`src/rtl/sqrt_nr_pipe_ctrl_if.sv`:
```
// Handshake bundle for the multicycle square-root unit: radicand in, root/remainder out.
interface sqrt_nr_pipe_ctrl_if #(
  parameter int DW = 32
);
  logic          in_valid;
  logic          in_ready;
  logic [DW-1:0] d;
  logic          cancel;
  logic          out_valid;
  logic          out_ready;
  logic [DW/2-1:0] q;
  logic [DW/2:0]   r;
  logic          busy;

  modport master (
    output in_valid, d, cancel, out_ready,
    input  in_ready, out_valid, q, r, busy
  );

  modport slave (
    input  in_valid, d, cancel, out_ready,
    output in_ready, out_valid, q, r, busy
  );
endinterface

```
`src/rtl/sqrt_nr_pipe_ctrl.sv`:
```
// Multicycle non-restoring integer square root: q = floor(sqrt(d)), r = d - q*q.
// Resolves SPC root bits per clock; result registered and held until taken.
//
// state  | meaning
// S_IDLE | waiting for a radicand, in_ready high
// S_RUN  | iterating, SPC root bits per edge
// S_DONE | result valid, held until out_ready
module sqrt_nr_pipe_ctrl #(
  parameter int DW  = 32,
  parameter int SPC = 1
) (
  input logic               clock,
  input logic               resetn,
  sqrt_nr_pipe_ctrl_if.slave bus
);

  localparam int QW = DW / 2;
  localparam int RW = QW + 2;
  localparam int N  = DW / (2 * SPC);
  localparam int CW = (N > 1) ? $clog2(N) : 1;

  typedef enum logic [1:0] {S_IDLE, S_RUN, S_DONE} state_t;

  state_t        state_q, state_d;
  logic [DW-1:0] rad_q, rad_d;
  logic [QW-1:0] pq_q, pq_d;
  logic [RW-1:0] pr_q, pr_d;
  logic [CW-1:0] cnt_q, cnt_d;
  logic [QW-1:0] q_out_q, q_out_d;
  logic [QW:0]   r_out_q, r_out_d;

  logic [DW-1:0] rad_n;
  logic [QW-1:0] pq_n;
  logic [RW-1:0] pr_n;
  logic [RW-1:0] pr_fix;
  logic          in_ready_c;

  // SPC non-restoring steps on the partial root/remainder, plus final remainder fixup.
  // The remainder is kept modulo 2^RW; intermediate shifts may wrap but every stored
  // value fits the signed range, so the sign bit stays exact.
  always_comb begin
    rad_n = rad_q;
    pq_n  = pq_q;
    pr_n  = pr_q;
    for (int s = 0; s < SPC; s++) begin
      if (pr_n[RW-1]) begin
        pr_n = {pr_n[RW-3:0], rad_n[DW-1:DW-2]} + {pq_n, 2'b11};
      end else begin
        pr_n = {pr_n[RW-3:0], rad_n[DW-1:DW-2]} - {pq_n, 2'b01};
      end
      pq_n  = {pq_n[QW-2:0], ~pr_n[RW-1]};
      rad_n = {rad_n[DW-3:0], 2'b00};
    end
    pr_fix = pr_n[RW-1] ? (pr_n + {1'b0, pq_n, 1'b1}) : pr_n;
  end

  // Next-state and datapath update; cancel overrides everything and blocks acceptance.
  always_comb begin
    state_d    = state_q;
    rad_d      = rad_q;
    pq_d       = pq_q;
    pr_d       = pr_q;
    cnt_d      = cnt_q;
    q_out_d    = q_out_q;
    r_out_d    = r_out_q;
    in_ready_c = ~bus.cancel &
                 ((state_q == S_IDLE) | ((state_q == S_DONE) & bus.out_ready));

    if (bus.cancel) begin
      state_d = S_IDLE;
    end else begin
      case (state_q)
        S_IDLE, S_DONE: begin
          if (in_ready_c && bus.in_valid) begin
            rad_d   = bus.d;
            pq_d    = '0;
            pr_d    = '0;
            cnt_d   = '0;
            state_d = S_RUN;
          end else if (state_q == S_DONE && bus.out_ready) begin
            state_d = S_IDLE;
          end
        end
        S_RUN: begin
          rad_d = rad_n;
          pq_d  = pq_n;
          pr_d  = pr_n;
          cnt_d = cnt_q + CW'(1);
          if (cnt_q == CW'(N - 1)) begin
            q_out_d = pq_n;
            r_out_d = pr_fix[QW:0];
            state_d = S_DONE;
          end
        end
        default: state_d = S_IDLE;
      endcase
    end
  end

  // State and datapath registers.
  always_ff @(posedge clock or negedge resetn) begin
    if (!resetn) begin
      state_q <= S_IDLE;
      rad_q   <= '0;
      pq_q    <= '0;
      pr_q    <= '0;
      cnt_q   <= '0;
      q_out_q <= '0;
      r_out_q <= '0;
    end else begin
      state_q <= state_d;
      rad_q   <= rad_d;
      pq_q    <= pq_d;
      pr_q    <= pr_d;
      cnt_q   <= cnt_d;
      q_out_q <= q_out_d;
      r_out_q <= r_out_d;
    end
  end

  assign bus.in_ready  = in_ready_c;
  assign bus.out_valid = (state_q == S_DONE);
  assign bus.busy      = (state_q == S_RUN);
  assign bus.q         = q_out_q;
  assign bus.r         = r_out_q;

endmodule
```
`src/flat_wrapper.sv`:
```
// flat-port wrapper written by rule: the top's interface ports become plain ports
module sqrt_nr_pipe_ctrl_flat 
#(
  parameter int DW  = 32,
  parameter int SPC = 1
)
  (clock, resetn, bus_in_valid, bus_d, bus_cancel, bus_out_ready, bus_in_ready, bus_out_valid, bus_q, bus_r, bus_busy);
  sqrt_nr_pipe_ctrl_if #(.DW(DW)) bus_i ();
  input logic clock;
  input logic resetn;
  input wire logic [$bits(bus_i.in_valid)-1:0] bus_in_valid;
  input wire logic [$bits(bus_i.d)-1:0] bus_d;
  input wire logic [$bits(bus_i.cancel)-1:0] bus_cancel;
  input wire logic [$bits(bus_i.out_ready)-1:0] bus_out_ready;
  output wire logic [$bits(bus_i.in_ready)-1:0] bus_in_ready;
  output wire logic [$bits(bus_i.out_valid)-1:0] bus_out_valid;
  output wire logic [$bits(bus_i.q)-1:0] bus_q;
  output wire logic [$bits(bus_i.r)-1:0] bus_r;
  output wire logic [$bits(bus_i.busy)-1:0] bus_busy;
  assign bus_i.in_valid = bus_in_valid;
  assign bus_i.d = bus_d;
  assign bus_i.cancel = bus_cancel;
  assign bus_i.out_ready = bus_out_ready;
  assign bus_in_ready = bus_i.in_ready;
  assign bus_out_valid = bus_i.out_valid;
  assign bus_q = bus_i.q;
  assign bus_r = bus_i.r;
  assign bus_busy = bus_i.busy;
  sqrt_nr_pipe_ctrl #(.DW(DW), .SPC(SPC)) u_core (.clock(clock), .resetn(resetn), .bus(bus_i));
endmodule
```
`config.mk`:
```
export PLATFORM = sky130hd
export DESIGN_NAME = sqrt_nr_pipe_ctrl_flat
export DESIGN_NICKNAME = d
export VERILOG_FILES = /design/src/rtl/sqrt_nr_pipe_ctrl_if.sv /design/src/rtl/sqrt_nr_pipe_ctrl.sv /design/src/flat_wrapper.sv
export SDC_FILE = /design/constraint.sdc
export NUM_CORES = 1
export LEC_CHECK = 0
export CORE_MARGIN = 3
export CORE_UTILIZATION = 55
export DETAILED_ROUTE_END_ITERATION = 6
export PLACE_DENSITY_LB_ADDON = 0.12
export REMOVE_ABC_BUFFERS = 1
export SKIP_CTS_REPAIR_TIMING = 1
export SLEW_MARGIN = 20
export SYNTH_ARGS = -nofsm -noshare
export SYNTH_HDL_FRONTEND = slang
export SYNTH_SLANG_ARGS = --single-unit
```
`constraint.sdc`:
```
create_clock -name clock -period 11.6 [get_ports clock]
set_input_delay 2.32 -clock clock [delete_from_list [all_inputs] [get_ports clock]]
set_output_delay 2.32 -clock clock [all_outputs]
set_load 0.005 [all_outputs]
```
Word level (Yosys, flattened, before mapping). Cells that the tools add are included.

Bits of input ports: 37. Flip-flop bits (word level): 105. Output and inout port bits: 36.

Reductions and logical operators: 8. $add $sub $neg: 4. Equality and inequality tests: 6. Muxes and demuxes: 15. Bitwise gates (word level): 5.

Operator list (count): 32-bit one-hot mux with 2 select lines (1); 18-bit two-way mux (2); 18-bit one-hot mux with 2 select lines (1); 32-bit two-way mux (1); 16-bit one-hot mux with 2 select lines (1); 18-bit adder (1); 18-bit subtractor (1); 17-bit adder (1); 17-bit two-way mux (1); 16-bit two-way mux (1); 2-bit two-way mux (4); 4-bit one-hot mux with 2 select lines (1); 3-bit AND reduction (2); 4-bit by 1-bit adder with 4-bit output (second input constant) (1); 4-bit == test (second input constant) (1); 4-bit two-way mux (1); 4-bit by 2-bit inequality test with 1-bit output (second input constant) (1); 2-bit one-hot mux with 2 select lines (1); 3-bit by 2-bit inequality test with 1-bit output (second input constant) (1); 1-bit bitwise AND (2); 2-bit by 1-bit == test with 1-bit output (second input constant) (1); 2-bit == test (second input constant) (1); 1-bit logical AND (2); 2-bit logical NOT (1); other kinds (6) (7).

Depth between registers and ports, before layout.
Word-level depth: 8. Gate-level depth with buffers: 25. Gate-level depth less buffers: 23.

Worst setup path before layout. OpenSTA, ideal clock, no wires.

Kind: flip-flop to flip-flop. From: register u_core.pr_q[17]. To: register u_core.r_out_q[15], in the netlist u_core.bus.r[15]. Stages on the path, launching flop included: 26. Library setup time: 0.077 ns. Setup slack: 6.522 ns. Arrival: 5.001 ns. Clock period less this slack: 5.078 ns. Required time: 11.523 ns. Path through: dfrtp_1 -> buf_6 -> clkbuf_1 -> xnor2_1 -> ha_1 -> a21oi_1 -> nand3_1 -> a31oi_1 -> nor2_1 -> a21oi_1 -> nand2b_1 -> o21ai_1 -> xnor2_1 -> inv_2 -> ha_1 -> nor2b_1 -> o21ai_1 -> a21boi_1 -> o21ai_1 -> a21boi_1 -> o211ai_1 -> a21oi_1 -> o31ai_1 -> nor4b_1 -> o31ai_1 -> a21oi_1.

Word-level cells in the longest chain between the ends: 4.

Ends and longest elaborated chain: from (decl) (RTL line sqrt_nr_pipe_ctrl.sv:27) `logic [RW-1:0] pr_q, pr_d;`; from (signal assigned) (RTL line sqrt_nr_pipe_ctrl.sv:114) `pr_q <= pr_d;`; 18-bit two-way mux (RTL line sqrt_nr_pipe_ctrl.sv:46) `if (pr_n[RW-1]) begin`; 1-bit NOT (RTL line sqrt_nr_pipe_ctrl.sv:51) `pq_n = {pq_n[QW-2:0], ~pr_n[RW-1]};`; net u_core.pq_n[0] (RTL line sqrt_nr_pipe_ctrl.sv:33) `logic [QW-1:0] pq_n;`; 17-bit adder (RTL line sqrt_nr_pipe_ctrl.sv:54) `pr_fix = pr_n[RW-1] ? (pr_n + {1'b0, pq_n, 1'b1}) : pr_n;`; 17-bit two-way mux (RTL line sqrt_nr_pipe_ctrl.sv:54); to (signal assigned) (RTL line sqrt_nr_pipe_ctrl.sv:117) `r_out_q <= r_out_d;`; to (decl) (RTL line sqrt_nr_pipe_ctrl.sv:30) `logic [QW:0] r_out_q, r_out_d;`.

The timed path passes the listed nets, and every way through them passes these cells. A chain may end at the register's enable or synchronous reset.

Worst setup path after layout.
From: input bus_cancel. To: output bus_in_ready.

Word-level cells in the longest chain between the ends: 2.

Ends and longest elaborated chain: from (decl) (RTL line flat_wrapper.sv:13) `input wire logic [$bits(bus_i.cancel)-1:0] bus_cancel;`; 1-bit NOT (no line); 1-bit bitwise AND (RTL line sqrt_nr_pipe_ctrl.sv:66) `in_ready_c = ~bus.cancel &`; to (decl) (RTL line flat_wrapper.sv:15) `output wire logic [$bits(bus_i.in_ready)-1:0] bus_in_ready;`.

No other way between the ends.

==> impl_metrics.env <==
export IMPL_netlist_area_leader_share_pct=43.6
export IMPL_min_period_over_period_pct=51.0
export IMPL_worstHoldStart="u_core.bus.q[10]"
export IMPL_synth_top_flop_cell="dfrtp_1"
export IMPL_dp_hpwl_mm=9.29
export IMPL_fin_util_pct=67.0
export IMPL_dp_slack_ns=5.67
export IMPL_grt_max_degree=71
export IMPL_tns_ns=0
export IMPL_rows=37
export IMPL_reg2reg_to="u_core.bus.r[15]"
export IMPL_min_to="u_core.bus.q[10]"
export IMPL_yosys_warnings=0
export IMPL_final_hold_violation_count=0
export IMPL_clk_latency_ns=0.37
export IMPL_reg2reg_depth=23
export IMPL_cts_sinks=104
export IMPL_r2r_slack_ns=5.80
export IMPL_slew_violations=0
export IMPL_synth_area_top_cells="dfrtp_1 (44%), nand2_1 (12%), ha_1 (6.9%)"
export IMPL_endpoint_kind="output port"
export IMPL_worst_ir_drop_vdd_mv=0.188
export IMPL_r2r_start="u_core.pr_q[17]"
export IMPL_syn_cell_area_um2=5970
export IMPL_clk_pin_slew_ns=0.09
export IMPL_die_h_um=110
export IMPL_ys_ff_latch=104
export IMPL_htreeDepth=3
export IMPL_hp_class="reg2reg"
export IMPL_crit_path_start_kind="primary input"
export IMPL_antenna_cells=0
export IMPL_synth_cell_types=54
export IMPL_dr_pass1_iters=6
export IMPL_core_um2=10400
export IMPL_synth_edf_count=0
export IMPL_setup_viol=0
export IMPL_floorplan_initialDensity_pct=57.3
export IMPL_dp_cells=860
export IMPL_relSlewSlack_pct=27.4
export IMPL_drive_gt1_share_pct=4.73
export IMPL_vias=5000
export IMPL_ant_nets=0
export IMPL_cts_root_buf="clkbuf_8"
export IMPL_wl_per_cell_um=15.6
export IMPL_portBuffers=72
export IMPL_dieWidth_um=110
export IMPL_critPathMaxFanout=4
export IMPL_leakage_nw=3.28
export IMPL_p_per_area_nw_per_um2=299
export IMPL_layout_cells_non_filler=876
export IMPL_grtUsageTotal_pct=23.9
export IMPL_grt_pass1_vias=4843
export IMPL_final_common_cell="nand2_1"
export IMPL_drt_initial_drc_count=266
export IMPL_synth_top_cell_by_area="dfrtp_1"
export IMPL_fin_ws_ns=5.68
export IMPL_route_detailed_drc=0
export IMPL_layout_common_cells="nand2_1 (192), dfrtp_1 (104), clkdlybuf4s50_1 (71), o21ai_0 (48), xnor2_1 (34)"
export IMPL_hold_depth=2
export IMPL_required_ns=9.28
export IMPL_max_clock_freq_ghz=0.169
export IMPL_fin_skew_ns=0.00718
export IMPL_wl_mm=13.7
export IMPL_status="completed"
export IMPL_critPathKind="in2out"
export IMPL_async_flop_share_pct=100
export IMPL_vias_per_cell=5.71
export IMPL_die_area_um2=12100
export IMPL_ys_seq_area_share_pct=43.6
export IMPL_cts_tree="done"
export IMPL_grt_overflow=0
export IMPL_maxCapViolations=0
export IMPL_synth_cells=682
export IMPL_cp_arrival_ns=3.60
export IMPL_ios=73
export IMPL_syn_avg_cell_area_um2=8.75
export IMPL_worst_pin_slew_ns=1.09
export IMPL_grt_pass1_wl_mm=22.9
export IMPL_antenna_found_initial=0
export IMPL_cts_made_buffers=9
export IMPL_nNetsFinal=805
export IMPL_rsz0062_at_grt="no"
export IMPL_clockBufferDepth=2
export IMPL_area_growth_pct=17.0
export IMPL_gp_congestion=0.879
export IMPL_fin_crit_ns=5.92
export IMPL_crit_start="bus_cancel"
[area by class of cell]
| cell class | instances | area [µm²] |
|---|---|---|
| timing repair buffer | 77 | 756 |
| inverter | 15 | 56.3 |
| clock inverter | 4 | 51.3 |
| clock buffer | 12 | 155 |
| tap | 136 | 170 |
| sequential | 104 | 2600 |
| multi-input combinational | 528 | 3190 |
| fill | 879 | 3440 |
[per-stage QoR]
stage / area [µm²] / hold WS (ns) / power [W]
CTS: 6980 / 0.486 / 0.00207
finish: 6980 / 0.479 / 0.00209
global placement: 6770 / 0.457 / 0.00177
global route: 6980 / 0.495 / 0.00227
floorplan: 5820 / 0.445 / 0.00152
detailed placement: 6770 / 0.463 / 0.00183
[cells in the mapped netlist, types with 5 or more instances]
| master | n |
|---|---|
| xor2_1 | 8 |
| o22ai_1 | 5 |
| xnor2_1 | 35 |
| o21ai_1 | 20 |
| a31oi_1 | 8 |
| and3_1 | 6 |
| inv_1 | 14 |
| nand3_1 | 8 |
| a21oi_1 | 25 |
| nor2b_1 | 5 |
| nor2_1 | 27 |
| mux2i_1 | 18 |
| clkbuf_1 | 28 |
| dfrtp_1 | 104 |
| o21ai_0 | 48 |
| a22oi_1 | 20 |
| nor3_1 | 9 |
| nand2_1 | 192 |
| nand2b_1 | 10 |
| a21o_1 | 6 |
| ha_1 | 33 |
[flip-flops by register name (all words and copies together), names as in the netlist]
name / count
u_core.rad_q: 32
u_core.bus.q: 16
u_core.bus.r: 17
u_core.cnt_q: 4
u_core.pr_q: 17
u_core.pq_q: 16
u_core.state_q: 2
[cells by family after synthesis]
| logic type | count (synthesis) | share of synthesized area [%] |
|---|---|---|
| AOI/OAI and AO/OA | 159 | 16.7 |
| xor gates and xnor gates | 44 | 6.73 |
| adders and majority gates | 33 | 6.92 |
| buffers and inverters | 50 | 3.35 |
| DFF | 104 | 43.6 |
| muxes | 19 | 3.40 |
| and+or+nand+nor | 273 | 19.3 |
[layer usage]
metal,GRT usage [%],routed length [µm],share of wire (%),vias to the layer above
li1,-,-,-,2442
met1,30.5,5960,44,2400
met2,40.6,6650,49,138
met3,4.48,799,5.8,20
met4,8.44,257,1.9,0
met5,0,0,0,-
[worst max path at each step]
| stage | end | slack, ns | depth (start not counted) |
|---|---|---|---|
| after floorplan | u_core.bus.r[15] | 5.64 | 23 |
| after global placement | bus_in_ready | 5.71 | 3 |
| after detailed placement | bus_in_ready | 5.67 | 3 |
| after CTS | bus_in_ready | 5.68 | 3 |
| after global routing | u_core.bus.r[15] | 5.25 | 23 |
| final | bus_in_ready | 5.68 | 3 |
[critical path, cell delays in order]
cell and delay (ns):
clkdlybuf4s50_1 0.49, nor3_1 0.25, clkdlybuf4s50_1 0.54
[report_power, final]
part | total (W) | internal, W | switching, W
logic | 0.00138 | 0.000558 | 0.000818
registers | 0.000473 | 0.000420 | 0.0000526
clock network | 0.000236 | 0.000112 | 0.000124
No activity file was read; power rests on OpenSTA's default activity.
